[config.mk]
export PLATFORM = sky130hd
export DESIGN_NAME = rr_packet_arbiter
export DESIGN_NICKNAME = d
export VERILOG_FILES = /design/src/rtl/rr_arb_pkg.sv /design/src/rtl/rr_pick.sv /design/src/rtl/rr_packet_arbiter.sv
export SDC_FILE = /design/constraint.sdc
export NUM_CORES = 1
export LEC_CHECK = 0
export CORE_ASPECT_RATIO = 0.7
export CORE_UTILIZATION = 28
export CTS_CLUSTER_DIAMETER = 120
export DETAILED_ROUTE_END_ITERATION = 10
export PLACE_DENSITY_LB_ADDON = 0.2
export SYNTH_ARGS = -nofsm -noshare
export SYNTH_HDL_FRONTEND = slang
export SYNTH_HIERARCHICAL = 1
export SYNTH_SLANG_ARGS = --single-unit
[constraint.sdc]
create_clock -name clk -period 2.9 [get_ports clk]
set_input_delay 0.58 -clock clk [delete_from_list [all_inputs] [get_ports clk]]
set_output_delay 0.58 -clock clk [all_outputs]
set_load 0.01 [all_outputs]
[src/rtl/rr_arb_pkg.sv]
// Shared types and constants for the round-robin packet arbiter.
// Latency: n/a (declarations only).
// Backpressure: n/a.
package rr_arb_pkg;

    typedef enum logic {
        IDLE = 1'b0,
        BUSY = 1'b1
    } arb_state_t;

    localparam int DEF_N_REQ      = 4;
    localparam int DEF_DATA_W     = 32;
    localparam int DEF_MAX_CYCLES = 64;

    // Width needed to hold values 0..n-1, never less than one bit so that
    // single-entry configurations still get a legal vector.
    function automatic int idx_width(input int n);
        return (n <= 2) ? 1 : $clog2(n);
    endfunction

endpackage

[src/rtl/rr_pick.sv]
// Rotating-priority picker: first set bit of req scanning upward from ptr, wrapping.
// Latency: purely combinational.
// Backpressure: none; any=0 when no request is set.
// Ports: req (requests), ptr (start index, must be < N), onehot/idx (winner), any (winner valid).
module rr_pick #(
    parameter int N     = 4,
    parameter int PTR_W = 2
) (
    input  logic [N-1:0]     req,
    input  logic [PTR_W-1:0] ptr,
    output logic [N-1:0]     onehot,
    output logic [PTR_W-1:0] idx,
    output logic             any
);

    // One guard bit so ptr + offset (at most 2N-2) never overflows before
    // the single wrap subtraction.
    logic [PTR_W:0]   sum;
    logic [PTR_W-1:0] cand;

    always_comb begin
        onehot = '0;
        idx    = '0;
        any    = 1'b0;
        sum    = '0;
        cand   = '0;
        for (int i = 0; i < N; i++) begin
            sum = {1'b0, ptr} + (PTR_W+1)'(i);
            if (sum >= (PTR_W+1)'(N)) begin
                sum = sum - (PTR_W+1)'(N);
            end
            cand = sum[PTR_W-1:0];
            if (!any && req[cand]) begin
                any          = 1'b1;
                idx          = cand;
                onehot[cand] = 1'b1;
            end
        end
    end

endmodule

[src/rtl/rr_packet_arbiter.sv]
// Round-robin, packet-locked arbiter + mux sharing one output port among N_REQ requesters.
// Latency: grant one cycle after request; datapath through the granted lane is combinational.
// Backpressure: i_ready passes straight to the granted o_ready bit; grant held until last beat or watchdog.
// Ports: clk/reset (sync, active-high); i_req/i_valid/i_last/i_data per requester; o_ready/o_gnt per
//        requester; o_valid/o_last/o_data/i_ready on the output link; o_busy, o_timeout status.
module rr_packet_arbiter
    import rr_arb_pkg::*;
#(
    parameter int N_REQ      = DEF_N_REQ,
    parameter int DATA_W     = DEF_DATA_W,
    parameter int MAX_CYCLES = DEF_MAX_CYCLES
) (
    input  logic                    clk,
    input  logic                    reset,
    input  logic [N_REQ-1:0]        i_req,
    input  logic [N_REQ-1:0]        i_valid,
    input  logic [N_REQ-1:0]        i_last,
    input  logic [N_REQ*DATA_W-1:0] i_data,
    output logic [N_REQ-1:0]        o_ready,
    output logic [N_REQ-1:0]        o_gnt,
    output logic                    o_valid,
    output logic                    o_last,
    output logic [DATA_W-1:0]       o_data,
    input  logic                    i_ready,
    output logic                    o_busy,
    output logic                    o_timeout
);

    localparam int PTR_W = idx_width(N_REQ);
    localparam int CNT_W = idx_width(MAX_CYCLES);

    arb_state_t       state, state_nxt;
    logic [N_REQ-1:0] gnt_nxt;
    logic [PTR_W-1:0] gnt_idx, gnt_idx_nxt;
    logic [PTR_W-1:0] ptr, ptr_nxt;
    logic [PTR_W-1:0] rel_ptr, pick_ptr, pick_idx;
    logic [N_REQ-1:0] pick_onehot;
    logic             pick_any;
    logic [CNT_W-1:0] cnt, cnt_nxt;
    logic             timeout_nxt;
    logic             busy;
    logic             rel_done, rel_force, rel;

    assign busy   = (state == BUSY);
    assign o_busy = busy;

    // Output mux keyed on the one-hot grant: with no grant every output
    // collapses to zero without a separate idle case.
    always_comb begin
        o_valid = |(i_valid & o_gnt);
        o_last  = |(i_last & o_gnt);
        o_ready = o_gnt & {N_REQ{i_ready}};
        o_data  = '0;
        for (int k = 0; k < N_REQ; k++) begin
            if (o_gnt[k]) begin
                o_data = o_data | i_data[k*DATA_W +: DATA_W];
            end
        end
    end

    // Release conditions. A last beat that transfers wins over the watchdog
    // in the same cycle, so o_timeout only flags packets that were cut short.
    assign rel_done  = o_valid && i_ready && o_last;
    assign rel_force = busy && !rel_done && (cnt == CNT_W'(MAX_CYCLES - 1));
    assign rel       = rel_done || rel_force;

    // Pointer one past the current owner; the picker uses it directly on a
    // release edge so the next packet is granted with no idle bubble.
    assign rel_ptr  = (gnt_idx == PTR_W'(N_REQ - 1)) ? '0 : gnt_idx + 1'b1;
    assign pick_ptr = busy ? rel_ptr : ptr;

    rr_pick #(
        .N     (N_REQ),
        .PTR_W (PTR_W)
    ) u_pick (
        .req    (i_req),
        .ptr    (pick_ptr),
        .onehot (pick_onehot),
        .idx    (pick_idx),
        .any    (pick_any)
    );

    always_comb begin
        state_nxt   = state;
        gnt_nxt     = o_gnt;
        gnt_idx_nxt = gnt_idx;
        ptr_nxt     = ptr;
        cnt_nxt     = cnt;
        timeout_nxt = 1'b0;
        case (state)
            IDLE: begin
                if (pick_any) begin
                    state_nxt   = BUSY;
                    gnt_nxt     = pick_onehot;
                    gnt_idx_nxt = pick_idx;
                    cnt_nxt     = '0;
                end
            end
            BUSY: begin
                // Counts every owned cycle; the watchdog fires before it can wrap.
                cnt_nxt = cnt + 1'b1;
                if (rel) begin
                    ptr_nxt     = rel_ptr;
                    timeout_nxt = rel_force;
                    cnt_nxt     = '0;
                    if (pick_any) begin
                        gnt_nxt     = pick_onehot;
                        gnt_idx_nxt = pick_idx;
                    end else begin
                        gnt_nxt   = '0;
                        state_nxt = IDLE;
                    end
                end
            end
        endcase
    end

    always_ff @(posedge clk) begin
        if (reset) begin
            state     <= IDLE;
            o_gnt     <= '0;
            gnt_idx   <= '0;
            ptr       <= '0;
            cnt       <= '0;
            o_timeout <= 1'b0;
        end else begin
            state     <= state_nxt;
            o_gnt     <= gnt_nxt;
            gnt_idx   <= gnt_idx_nxt;
            ptr       <= ptr_nxt;
            cnt       <= cnt_nxt;
            o_timeout <= timeout_nxt;
        end
    end

endmodule

; ---- Word-level counts from Yosys, hierarchy flattened
; Index checks and enable logic that the tools add are counted.
[word_totals]
wordCells = 114
regBits = 16
input_bits = 143
out_inout_bits = 44
[classes]
reduce_logical = 21
muxes = 51
n_addsub = 9
n_bitwise = 11
n_eq_ne = 4
n_lt_le_gt_ge = 12
[op_table]
columns = operator, count
row1 = $mux 32, 4
row2 = $or 32x32->32, 3
row3 = $mux 4, 7
row4 = $mux 2, 12
row5 = $mux 1, 14
row6 = $and 4x4->4, 3
row7 = $lt 2x3->1 const B, 4
row8 = $mux 6, 2
row9 = $or 4x4->4, 3
row10 = $pmux 6 s2, 1
row11 = $logic_and 1x1->1, 11
row12 = $ge 3x3->1 const B, 3
row13 = $bmux 1 s2, 4
row14 = $demux 1 s2, 4
row15 = $ge 2x1->1 const B, 4
row16 = $pmux 4 s2, 1
row17 = $reduce_or 4->1, 2
row18 = $sub 2x1->2 const B, 4
row19 = $add 2x2->3 const B, 2
row20 = $add 6x1->6 const B, 1
row21 = $eq 6x6->1 const B, 1
row22 = $logic_not 1->1, 4
row23 = $pmux 2 s2, 1
row24 = $reduce_and 2->1, 2
row25 = 10 further kinds, 11

; ---- Longest topological paths before layout
; Gate-level depths: netlist (run 1).
[logic_depth]
ltp_word = 20
depth_mapped = 14
depth_no_buf = 11

; ---- By module
; The synthesis (run 1) kept the hierarchy.
[by_module_without_submodules]
columns = mod, n_inst, seq_area_each_um2, cells_per_inst, area_per_inst_um2
row1 = rr_packet_arbiter, 1, 320.3, 210, 1572.8
row2 = rr_pick, 1, 0.0, 45, 421.7

; ---- Worst setup path before layout (run 1)
; OpenSTA, ideal clock, no wires.
[synth_path]
path_type = register to register
from = reg state, in the netlist o_busy
to = reg cnt[2]
slack_ns = -0.223
stages_incl_launch_ff = 13
required_time_ns = 2.809
path_buffers = 3
setup_time_ns = 0.091
arrival_ns = 3.032
synth_period_minus_slack_ns = 3.123
cell_sequence = dfxtp_1 buf_2 inv_1 o31ai_1 buf_6 inv_1 ha_1 mux4_2 buf_6 nor3_1 nand2b_1 or2_2 a311oi_1
[synth_via]
elab_chain_cells = 16
elab_cells_between_ends = 41
classes_between = 7 x add/sub / 4 x order compare / 1 x eq/ne / 19 x mux / 1 x bitwise / 9 x reduce/logical
[synth_lines]
columns = element, line_no
row1 = "start, declared", rr_packet_arbiter.sv:32  ; arb_state_t state, state_nxt;
row2 = "start signal, assigned", rr_packet_arbiter.sv:127  ; state <= state_nxt;
row3 = $mux 2 (*), rr_packet_arbiter.sv:70  ; assign pick_ptr = busy ? rel_ptr : ptr;
row4 = via pick_ptr[0], rr_packet_arbiter.sv:36  ; logic [PTR_W-1:0] rel_ptr, pick_ptr, pick_idx;
row5 = branches (longest 13 deep; another with $add 2x1->3), --
row6 = $mux 1 (*), rr_pick.sv:33  ; if (!any && req[cand]) begin
row7 = via pick_any, rr_packet_arbiter.sv:38  ; logic pick_any;
row8 = $ne 2x2->1 (no source line) (*), --
row9 = "end signal, assigned", rr_packet_arbiter.sv:131  ; cnt <= cnt_nxt;
row10 = "end, declared", rr_packet_arbiter.sv:39  ; logic [CNT_W-1:0] cnt, cnt_nxt;
; Mark *: on every way through the listed nets, which the timed path passes. The select of a mux whose other input is x is not followed.
; A chain may end at the register's enable or synchronous reset.

; ---- Worst setup path in the final report (run 1)
[layout_path]
from = reg gnt_idx[0]
to = reg gnt_idx[1]
[layout_via]
elab_chain_cells = 20
elab_cells_between_ends = 44
classes_between = 8 x add/sub / 4 x order compare / 1 x eq/ne / 25 x mux / 6 x reduce/logical
[layout_lines]
columns = element, line_no
row1 = "start, declared", rr_packet_arbiter.sv:34  ; logic [PTR_W-1:0] gnt_idx, gnt_idx_nxt;
row2 = "start signal, assigned", rr_packet_arbiter.sv:129  ; gnt_idx <= gnt_idx_nxt;
row3 = $add 2x1->2 or $eq 2x2->1 (tied branches), rr_packet_arbiter.sv:69  ; assign rel_ptr = (gnt_idx == PTR_W'(N_REQ - 1)) ? '0 : gnt_idx + 1'b1;
row4 = $mux 2 (*), rr_packet_arbiter.sv:69
row5 = $mux 2 (*), rr_packet_arbiter.sv:70
row6 = via pick_ptr[0], rr_packet_arbiter.sv:36
row7 = branches (longest 13 deep; another with $add 2x1->3), --
row8 = $mux 2 (*), rr_pick.sv:33
row9 = via pick_idx[1], rr_packet_arbiter.sv:36
row10 = $mux 2 (*), "rr_packet_arbiter.sv:92, rr_packet_arbiter.sv:106"
row11 = $mux 2, rr_packet_arbiter.sv:102  ; if (rel) begin
row12 = $pmux 2 s2 (*), rr_packet_arbiter.sv:90  ; case (state)
; Marks and branches as above.

==> summary.md, run 1 <==
| Metric | Value |
|---|---|
| Status | `complete, no violations` |
| RSZ-0062 raised after global routing | `no` |
| Most used DFF post-synth | `dfxtp_1` |
| Startpoint types | `flop` |
| First-pass DRT Iterations | `4` |
| Post-DRT Antenna Nets | `0` |
| Final Cycle Share | `94.8%` |
| Worst reg2reg path depth | `9` |
| Initial antenna violation count | `0` |
| FF-to-FF setup slack | `0.15 ns` |
| Final wirelength | `8960 um` |
| Beginning of the worst hold path | `ptr[1]` |
| Worst Hold Path EP | `ptr[1]` |
| Largest net degree at the start of global routing | `35` |
| Worst-Margin Slew | `0.439 ns` |
| Worst Setup Slack, final | `0.151 ns` |
| Die Height | `72.6 um` |
| Starting Density | `29.2%` |
| Area delta synth->final | `103%` |
| Peak VDD IR | `0.000276 V` |
| CTS resizes | `0` |
| Number of flops mapped to enable cells by yosys | `0` |
| Cell variety after synth | `44` |
| # diodes | `0` |
| Sink Count | `16` |
| DR vias/cell | `5.25` |
| Latest clock arrival within the worst-skew pair | `0.25 ns` |
| Mean post-synth cell area | `7.82 sq um` |
| Worst setup path class | `reg2reg` |
| Root buf cell | `clkbuf_8` |
| Worst setup startpoint | `gnt_idx[0]` |
| Via Count | `2801` |
| Clock Pin Slew Worst Setup and Hold Paths | `0.06 ns` |
| Grt total ovfl | `0` |
| Most common cell after layout, fill and taps aside | `clkdlybuf4s50_1` |
| R2r endpoint | `gnt_idx[1]` |
| Critical Path RT | `3.04 ns` |
| CP peak stage delay | `0.61 ns` |
| Ports | `187` |
| Vias in the first global route | `2551` |
| Fin nets | `591` |
| Dpl ws | `0.0734 ns` |
| PD cells | `464 nW/um^2` |
| CTS max path bufs | `2` |
| Placer Congestion | `0.804` |
| 1st-iter DRT viols | `129` |
| Mapped Cells | `255` |
| Core area | `6820 sq um` |
| CTS Buf Count | `3` |
| Async S/R FF share, synth | `0%` |
| Most frequent cells in the layout | `clkdlybuf4s50_1, a22oi_1, nand2_1, buf_4, dfxtp_1` |
| Setup Viol. Count Final | `0` |
| Max Cap Viol | `0` |
| Final Skew | `0.00521 ns` |
| Setup TNS | `0 ns` |
| CP max stage cell | `mux4_2` |
| Crit. End Element | `flop` |
| Final hold violation count | `0` |
| DIE AREA | `7470 sq um` |
| Floorplan row count | `25` |
| Leakage | `1.56 nW` |
| Cells on Worst Hold Path | `2` |
| HPWL Detailed | `7290 um` |
| Hold Buf Count CTS | `0` |
| CTS tree | `built` |
| R2R Path Start | `gnt_idx[0]` |
| Flops & latches, synth | `16` |
| Slew HR | `70.7%` |
| Sequential area share after synthesis | `16.1%` |
| Final Slew Violations | `0` |
| Placed insts | `530` |
| Worst hold margin | `0.492 ns` |
| Worst EP arrival | `2.89 ns` |
| Power, Total | `1.88 mW` |
| Share of layout cells above drive strength 1 | `8.86%` |
| H-tree level count | `1` |
| Post-CTS repair timing setup buffer count | `0` |
| Max frequency | `0.364 GHz` |
| Crit path cell chain | `ha_1, o31ai_4, buf_4, mux4_2, nor4b_4, nor2_1, a32o_1, nand2b_1, mux2i_1` |
| Synth warnings | `6` |
| Syn nets | `405` |
| Crit path time final | `2.75 ns` |
| DRC violations left | `0` |
| Non-Filler Instances | `534` |
| Global Route Usage Sum | `22.4%` |
| Worst hold path class | `reg2reg` |
| Crit path max fanout | `12` |
| Port Buffers | `186` |
| First-pass GRT wire length | `13000 um` |
| Area of the mapped netlist | `1990 sq um` |
| DR WL/cell | `16.8 um` |
| Die Wd | `103 um` |
-- worst max-delay path, delay by kind of cell, from the launching register on --
family | cells | cell delay [ns]
AO/OA/AOI/OAI | 2 | 0.51
adder cells (fa/ha/maj) | 1 | 0.24
buffers and inverters | 1 | 0.25
flip-flops | 1 | 0.35
AND/OR/NAND/NOR | 3 | 0.61
multiplexers | 2 | 0.67
-- cell type report --
cell class / count / area, sq um
repair buffers: 204 / 2000
multi-input cells: 211 / 1550
well taps: 94 / 118
inverters: 5 / 18.8
clock buffers: 4 / 55.1
fillers: 626 / 2760
flip-flops and latches: 16 / 322
-- synth_stat cells (all sizes together), types with 3 or more instances --
cell type / number / share of area (%)
a31oi: 4 / 2.0
nand2b: 12 / 3.8
inv: 5 / 0.94
buf: 10 / 3.9
clkbuf: 13 / 2.4
o2bb2ai: 4 / 1.8
nand3: 3 / 0.75
ha: 7 / 4.4
nor2: 8 / 1.5
a22oi: 76 / 29
a21oi: 5 / 2.0
nor2b: 6 / 1.9
nand3b: 3 / 1.1
mux2: 3 / 1.7
mux2i: 5 / 2.5
mux4: 4 / 4.9
nand2: 40 / 7.5
dfxtp: 16 / 16
and2: 4 / 1.3
o21ai: 6 / 1.5
nor3: 4 / 1.0
-- where the power goes --
| part | total [mW] | leakage [nW] | switching (mW) | internal [mW] |
|---|---|---|---|---|
| registers | 0.269 | 0.131 | 0.0259 | 0.243 |
| clock network | 0.200 | 0.0288 | 0.0798 | 0.121 |
| logic | 1.41 | 1.40 | 0.626 | 0.787 |
-- state kept, by name (all words and copies together) (netlist names) --
signal,flops
gnt_idx,2
o_gnt,4
o_busy,1
cnt,6
ptr,2
o_timeout,1
-- how the worst max path moves through the flow --
stage,end,slack [ns]
floorplan,cnt[2],0.01
global placement,cnt[2],0.21
detailed placement,cnt[2],0.07
CTS,o_gnt[1],0.08
global route,gnt_idx[1],0.02
finish,gnt_idx[1],0.15
-- logic make-up after synthesis --
group	count (synthesis)	synth area share (%)
adders and majority gates	7	4.39
and+or+nand+nor	86	21.7
buffers and inverters	28	7.28
DFF	16	16.1
muxes	12	9.10
AOI/OAI and AO/OA	106	41.5
-- through the flow --
step	utilization, %	instance area, sq um
final	59.5	4060
after floorplan	-	2010
after detailed placement	58.6	4000
after CTS	59.4	4050
after global placement	58.6	4000
after global routing	59.5	4060
-- metal layers --
| metal | wire (um) | up-vias | track usage, % |
|---|---|---|---|
| li1 | - | 1360 | - |
| met5 | 0 | - | 0 |
| met1 | 3740 | 1319 | 28.8 |
| met4 | 182 | 0 | 5.16 |
| met2 | 4470 | 108 | 38.4 |
| met3 | 565 | 14 | 4.89 |
Power figures use the tool's default switching activity.
==> run 2, diff against run 1 <==
- clock period: 2.9 -> 2.3 ns (I/O delays scaled with it)
==> summary.md, run 2 (synthesis results as in run 1) <==
| Metric | Value |
|---|---|
| Startpoint types | `flop (unchanged)` |
| Power, Total | `2.52 mW (was 1.88 mW)` |
| Setup TNS | `-2.06 ns (was 0 ns)` |
| Final wirelength | `8960 um (about the same)` |
| Latest clock arrival within the worst-skew pair | `0.26 ns (was 0.25 ns)` |
| PD cells | `590 nW/um^2 (was 464 nW/um^2)` |
| Internal cell power | `1.55 mW (was 1.15 mW)` |
| FF-to-FF setup slack | `-0.22 ns (was 0.15 ns)` |
| Most common cell after layout, fill and taps aside | `clkdlybuf4s50_1 (unchanged)` |
| Root buf cell | `clkbuf_8 (unchanged)` |
| Worst setup path class | `reg2reg (unchanged)` |
| Crit path time final | `2.52 ns (was 2.75 ns)` |
| Sw Ratio | `38.6% (was 38.9%)` |
| Leakage | `1.63 nW (was 1.56 nW)` |
| Initial antenna violation count | `0 (unchanged)` |
| First-pass DRT Iterations | `4 (unchanged)` |
| Worst Setup Slack, final | `-0.222 ns (was 0.151 ns)` |
| Most flops, register | `cnt (unchanged)` |
| Beginning of the worst hold path | `cnt[0] (was ptr[1])` |
| Via Count | `2844 (was 2801)` |
| Floorplan row count | `25 (unchanged)` |
| DR vias/cell | `5.22 (was 5.25)` |
| Worst hold path class | `reg2reg (unchanged)` |
| DR WL/cell | `16.4 um (was 16.8 um)` |
| Placer Congestion | `0.903 (was 0.804)` |
| # diodes | `0 (unchanged)` |
| Crit. End Element | `flop (unchanged)` |
| Worst Hold Path EP | `cnt[0] (was ptr[1])` |
| First-pass GRT wire length | `13300 um (was 13000 um)` |
| Final hold violation count | `0 (unchanged)` |
| Final Skew | `0.00601 ns (was 0.00521 ns)` |
| Core area | `6820 sq um (unchanged)` |
| Max reg flops | `6 (unchanged)` |
| Cells on Worst Hold Path | `2 (unchanged)` |
| Port Buffers | `186 (unchanged)` |
| Post-Route Utilization | `62.6% (was 59.5%)` |
| Status | `finished, violations left (was complete, no violations)` |
| RSZ-0062 raised after global routing | `yes (was no)` |
| Setup Viol. Count Final | `13 (was 0)` |
| Biggest regs | `cnt (6), o_gnt (4) (unchanged)` |
| Final Slew Violations | `0 (unchanged)` |
| Most frequent cells in the layout | `clkdlybuf4s50_1, a22oi_1, nand2_1, buf_4, dfxtp_1 (unchanged)` |
| 1st-iter DRT viols | `108 (was 129)` |
| Largest net degree at the start of global routing | `38 (was 35)` |
| Grt total ovfl | `0 (unchanged)` |
| CTS tree | `built (unchanged)` |
| Post-DRT Antenna Nets | `0 (unchanged)` |
| R2R Path Start | `o_busy (was gnt_idx[0])` |
| Critical Path RT | `2.45 ns (was 3.04 ns)` |
| Logic pwr share | `78.3% (was 75.1%)` |
| Hold Buf Count CTS | `0 (unchanged)` |
| DIE AREA | `7470 sq um (unchanged)` |
| Crit path max fanout | `6 (was 12)` |
| Area delta synth->final | `114% (was 103%)` |
| Slew HR | `66.1% (was 70.7%)` |
| Flop pwr share | `13.2% (was 14.3%)` |
| DRC violations left | `0 (unchanged)` |
| Failing checks | `setup timing` |
| Fin nets | `603 (was 591)` |
| Sink Count | `16 (unchanged)` |
| Final Cycle Share | `110% (was 94.8%)` |
| Share of layout cells above drive strength 1 | `12.9% (was 8.86%)` |
| Worst hold margin | `0.488 ns (was 0.492 ns)` |
| Worst-Margin Slew | `0.507 ns (was 0.439 ns)` |
| Vias in the first global route | `2654 (was 2551)` |
| CTS max path bufs | `2 (unchanged)` |
| CTS Buf Count | `3 (unchanged)` |
| Die Wd | `103 um (unchanged)` |
| NetSw | `0.972 mW (was 0.731 mW)` |
| Global Route Usage Sum | `22.8% (was 22.4%)` |
| Clock power frac | `8.5% (was 10.6%)` |
| Clock Pin Slew Worst Setup and Hold Paths | `0.06 ns (about the same)` |
| Worst EP arrival | `2.68 ns (was 2.89 ns)` |
| Peak VDD IR | `0.000351 V (was 0.000276 V)` |
| Starting Density | `29.2% (unchanged)` |
| Max Cap Viol | `0 (unchanged)` |
| Die Height | `72.6 um (unchanged)` |
| R2r endpoint | `cnt[4] (was gnt_idx[1])` |
| H-tree level count | `1 (unchanged)` |
| HPWL Detailed | `7060 um (was 7290 um)` |
| Ports | `187 (unchanged)` |
| Worst reg2reg path depth | `10 (was 9)` |
| Max frequency | `0.396 GHz (was 0.364 GHz)` |
[run 2: metrics by stage]
stage          cells  worst slack, ns  instance area, sq um
4_1_cts          543           -0.211                  4250
5_1_grt          545           -0.389                  4270
6_report         545           -0.222                  4270
2_1_floorplan    255           -0.365                  2050
3_5_place_dp     534           -0.334                  4130
3_3_place_gp     534           -0.238                  4130
[run 2: how the worst max path moves through the flow]
stage	from	end	slack, ns
after floorplan	o_busy	gnt_idx[1]	-0.36
after global placement	gnt_idx[0]	gnt_idx[1]	-0.24
after detailed placement	i_req[0]	cnt[4]	-0.33
after CTS	o_busy	gnt_idx[1]	-0.21
after global routing	o_busy	o_gnt[3]	-0.39
final	o_busy	cnt[4]	-0.22
[run 2: cell type report]
cell class | count | area, sq um
Tap cell | 94 | 118
Sequential cell | 16 | 327
Clock buffer | 3 | 41.3
Multi-Input combinational cell | 211 | 1600
Inverter | 5 | 30.0
Fill cell | 613 | 2550
Timing Repair Buffer | 216 | 2160
[run 2: per-layer routing]
metal  part of all wire [%]  up-vias  global-route usage, %
met1                     41     1331                   29.4
met3                    7.5       12                   5.08
met4                    1.4        0                   4.38
met2                     50      115                   39.1
met5                      0        -                      0
li1                       -     1386                      -
[run 2: what timing repair did]
action,CTS,global route
setup buffers,6,2
hold endpoints to repair,0,0
pin swaps,6,3
endpoints found under the setup margin,13,13
resized for setup,17,1
[run 2: power groups by stage]
stage          sequential, mW  clock [mW]  combinational, mW
2_1_floorplan           0.336           0              0.914
3_3_place_gp            0.331           0               1.87
3_5_place_dp            0.333           0               1.89
4_1_cts                 0.333       0.220               1.96
5_1_grt                 0.335       0.226               2.12
6_report                0.332       0.215               1.97
[run 2: worst max-delay path, cell delays in order (launching register included)]
cell and delay [ns]:
dfxtp_4 0.35, clkinvlp_4 0.11, o31ai_4 0.26, buf_12 0.16, inv_6 0.03, ha_4 0.26
mux4_2 0.38, nor3_4 0.16, nand2b_1 0.14, or2_4 0.27, a311oi_1 0.29
==> run 3, diff against run 2 <==
- TNS_END_PERCENT: not set -> 5
==> summary.md, run 3 (synthesis results as in run 1) <==
| Metric | Value |
|---|---|
| Status | `finished, violations left (unchanged)` |
| Failing checks | `setup timing (unchanged)` |
| PD cells | `598 nW/um^2 (was 590 nW/um^2)` |
| Most common cell after layout, fill and taps aside | `clkdlybuf4s50_1 (unchanged)` |
| Core area | `6820 sq um (unchanged)` |
| Via Count | `2891 (was 2844)` |
| Final instance area | `4260 sq um (was 4270 sq um)` |
| Max Cap Viol | `0 (unchanged)` |
| Largest net degree at the start of global routing | `38 (unchanged)` |
| Leakage | `1.63 nW (about the same)` |
| NetSw | `0.990 mW (was 0.972 mW)` |
| DR WL/cell | `17.0 um (was 16.4 um)` |
| Clock Pin Slew Worst Setup and Hold Paths | `0.06 ns (about the same)` |
| 1st-iter DRT viols | `153 (was 108)` |
| R2R Path Start | `gnt_idx[0] (was o_busy)` |
| Die Height | `72.6 um (unchanged)` |
| Latest clock arrival within the worst-skew pair | `0.25 ns (was 0.26 ns)` |
| Startpoint types | `flop (unchanged)` |
| Beginning of the worst hold path | `ptr[1] (was cnt[0])` |
| Critical Path RT | `2.43 ns (was 2.45 ns)` |
| Placer Congestion | `0.854 (was 0.903)` |
| Max frequency | `0.395 GHz (was 0.396 GHz)` |
| Post-DRT Antenna Nets | `0 (unchanged)` |
| H-tree level count | `1 (unchanged)` |
| Global Route Usage Sum | `23.2% (was 22.8%)` |
| Grt total ovfl | `0 (unchanged)` |
| Final hold violation count | `0 (unchanged)` |
| Clock power frac | `8.5% (about the same)` |
| Max reg flops | `6 (unchanged)` |
| Root buf cell | `clkbuf_8 (unchanged)` |
| Worst hold path class | `reg2reg (unchanged)` |
| DIE AREA | `7470 sq um (unchanged)` |
| Sw Ratio | `38.9% (was 38.6%)` |
| Port Buffers | `186 (unchanged)` |
| Ports | `187 (unchanged)` |
| R2r endpoint | `gnt_idx[1] (was cnt[4])` |
| Most flops, register | `cnt (unchanged)` |
| Floorplan row count | `25 (unchanged)` |
| Final Slew Violations | `0 (unchanged)` |
| CTS tree | `built (unchanged)` |
| Flop pwr share | `13.3% (was 13.2%)` |
| Slew HR | `76.3% (was 66.1%)` |
| # diodes | `0 (unchanged)` |
| Peak VDD IR | `0.000282 V (was 0.000351 V)` |
| Fin nets | `602 (was 603)` |
| Worst-Margin Slew | `0.354 ns (was 0.507 ns)` |
| HPWL Detailed | `7410 um (was 7060 um)` |
| Worst setup startpoint | `gnt_idx[0] (was o_busy)` |
| Biggest regs | `cnt (6), o_gnt (4) (unchanged)` |
| Final Cycle Share | `110% (about the same)` |
| Final Skew | `0.00268 ns (was 0.00601 ns)` |
| Worst Setup Slack, final | `-0.235 ns (was -0.222 ns)` |
| First-pass DRT Iterations | `4 (unchanged)` |
| Logic pwr share | `78.3% (about the same)` |
| CTS max path bufs | `2 (unchanged)` |
| Crit. End Element | `flop (unchanged)` |
| RSZ-0062 raised after global routing | `yes (unchanged)` |
| Initial antenna violation count | `0 (unchanged)` |
| Crit path max fanout | `7 (was 6)` |
| Sink Count | `16 (unchanged)` |
| Final wirelength | `9250 um (was 8960 um)` |
| DRC violations left | `0 (unchanged)` |
| Power, Total | `2.55 mW (was 2.52 mW)` |
| DR vias/cell | `5.31 (was 5.22)` |
| Die Wd | `103 um (unchanged)` |
| Worst Hold Path EP | `ptr[1] (was cnt[0])` |
| Most frequent cells in the layout | `clkdlybuf4s50_1, a22oi_1, nand2_1, buf_4, dfxtp_1 (unchanged)` |
| Vias in the first global route | `2728 (was 2654)` |
| Starting Density | `29.2% (unchanged)` |
| Cells on Worst Hold Path | `2 (unchanged)` |
| Worst setup path class | `reg2reg (unchanged)` |
| Crit path time final | `2.53 ns (was 2.52 ns)` |
| Worst EP arrival | `2.67 ns (was 2.68 ns)` |
| Post-DP Area | `4150 sq um (was 4130 sq um)` |
| Area delta synth->final | `114% (about the same)` |
| First-pass GRT wire length | `13500 um (was 13300 um)` |
| Share of layout cells above drive strength 1 | `13.8% (was 12.9%)` |
| Post-Route Utilization | `62.5% (was 62.6%)` |
| Internal cell power | `1.56 mW (was 1.55 mW)` |
| Setup Viol. Count Final | `12 (was 13)` |
| FF-to-FF setup slack | `-0.23 ns (was -0.22 ns)` |
| CTS Buf Count | `3 (unchanged)` |
| Worst reg2reg path depth | `11 (was 10)` |
## run 3: per-layer routing
layer | share of wire, % | track usage, % | up-vias
met1 | 40 | 29.3 | 1370
met2 | 51 | 41.4 | 129
met3 | 7.1 | 5.08 | 9
li1 | - | - | 1383
met4 | 0.96 | 3.44 | 0
met5 | 0 | 0 | -
## run 3: cell type report
cell class	instances	area, sq um
Tap cell	94	118
Sequential cell	16	327
Timing Repair Buffer	215	2150
Multi-Input combinational cell	211	1600
Fill cell	600	2560
Inverter	5	27.5
Clock buffer	3	41.3
## run 3: power groups by stage
stage          Sequential [mW]  Combinational [mW]  Clock [mW]
2_1_floorplan            0.336               0.914           0
3_3_place_gp             0.341                1.88           0
3_5_place_dp             0.342                1.91           0
4_1_cts                  0.339                1.97       0.216
5_1_grt                  0.344                2.14       0.231
6_report                 0.338                1.99       0.215
## run 3: worst max path at each step
stage	slack (ns)	to
after CTS	-0.27	gnt_idx[1]
final	-0.23	gnt_idx[1]
after floorplan	-0.37	gnt_idx[1]
after detailed placement	-0.37	o_gnt[2]
after global routing	-0.36	gnt_idx[1]
after global placement	-0.25	gnt_idx[1]
## run 3: worst max-delay path: stages, from the launching register on
cell and delay (ns):
dfxtp_2 0.32, buf_4 0.14, o31ai_4 0.28, buf_12 0.16, inv_6 0.03, ha_4 0.25, mux4_2 0.40, nor4b_4 0.38
nor2_1 0.09, a32o_1 0.21, nand2b_1 0.07, mux2i_1 0.07
## run 3: what timing repair did
action,CTS,global route
setup buffers,3,1
hold buffers,0,0
pin swaps,7,2
endpoints found under the setup margin,13,20
resized for setup,14,6
cloned,0,0
## run 3: metrics by stage
step / TNS [ns] / cells / hold slack, ns / setup WS [ns]
2_1_floorplan: -3.81 / 255 / 0.446 / -0.365
3_3_place_gp: -2.46 / 537 / 0.469 / -0.253
3_5_place_dp: -3.45 / 537 / 0.472 / -0.369
4_1_cts: -1.78 / 543 / 0.483 / -0.265
5_1_grt: -3.38 / 544 / 0.518 / -0.362
6_report: -1.53 / 544 / 0.487 / -0.235
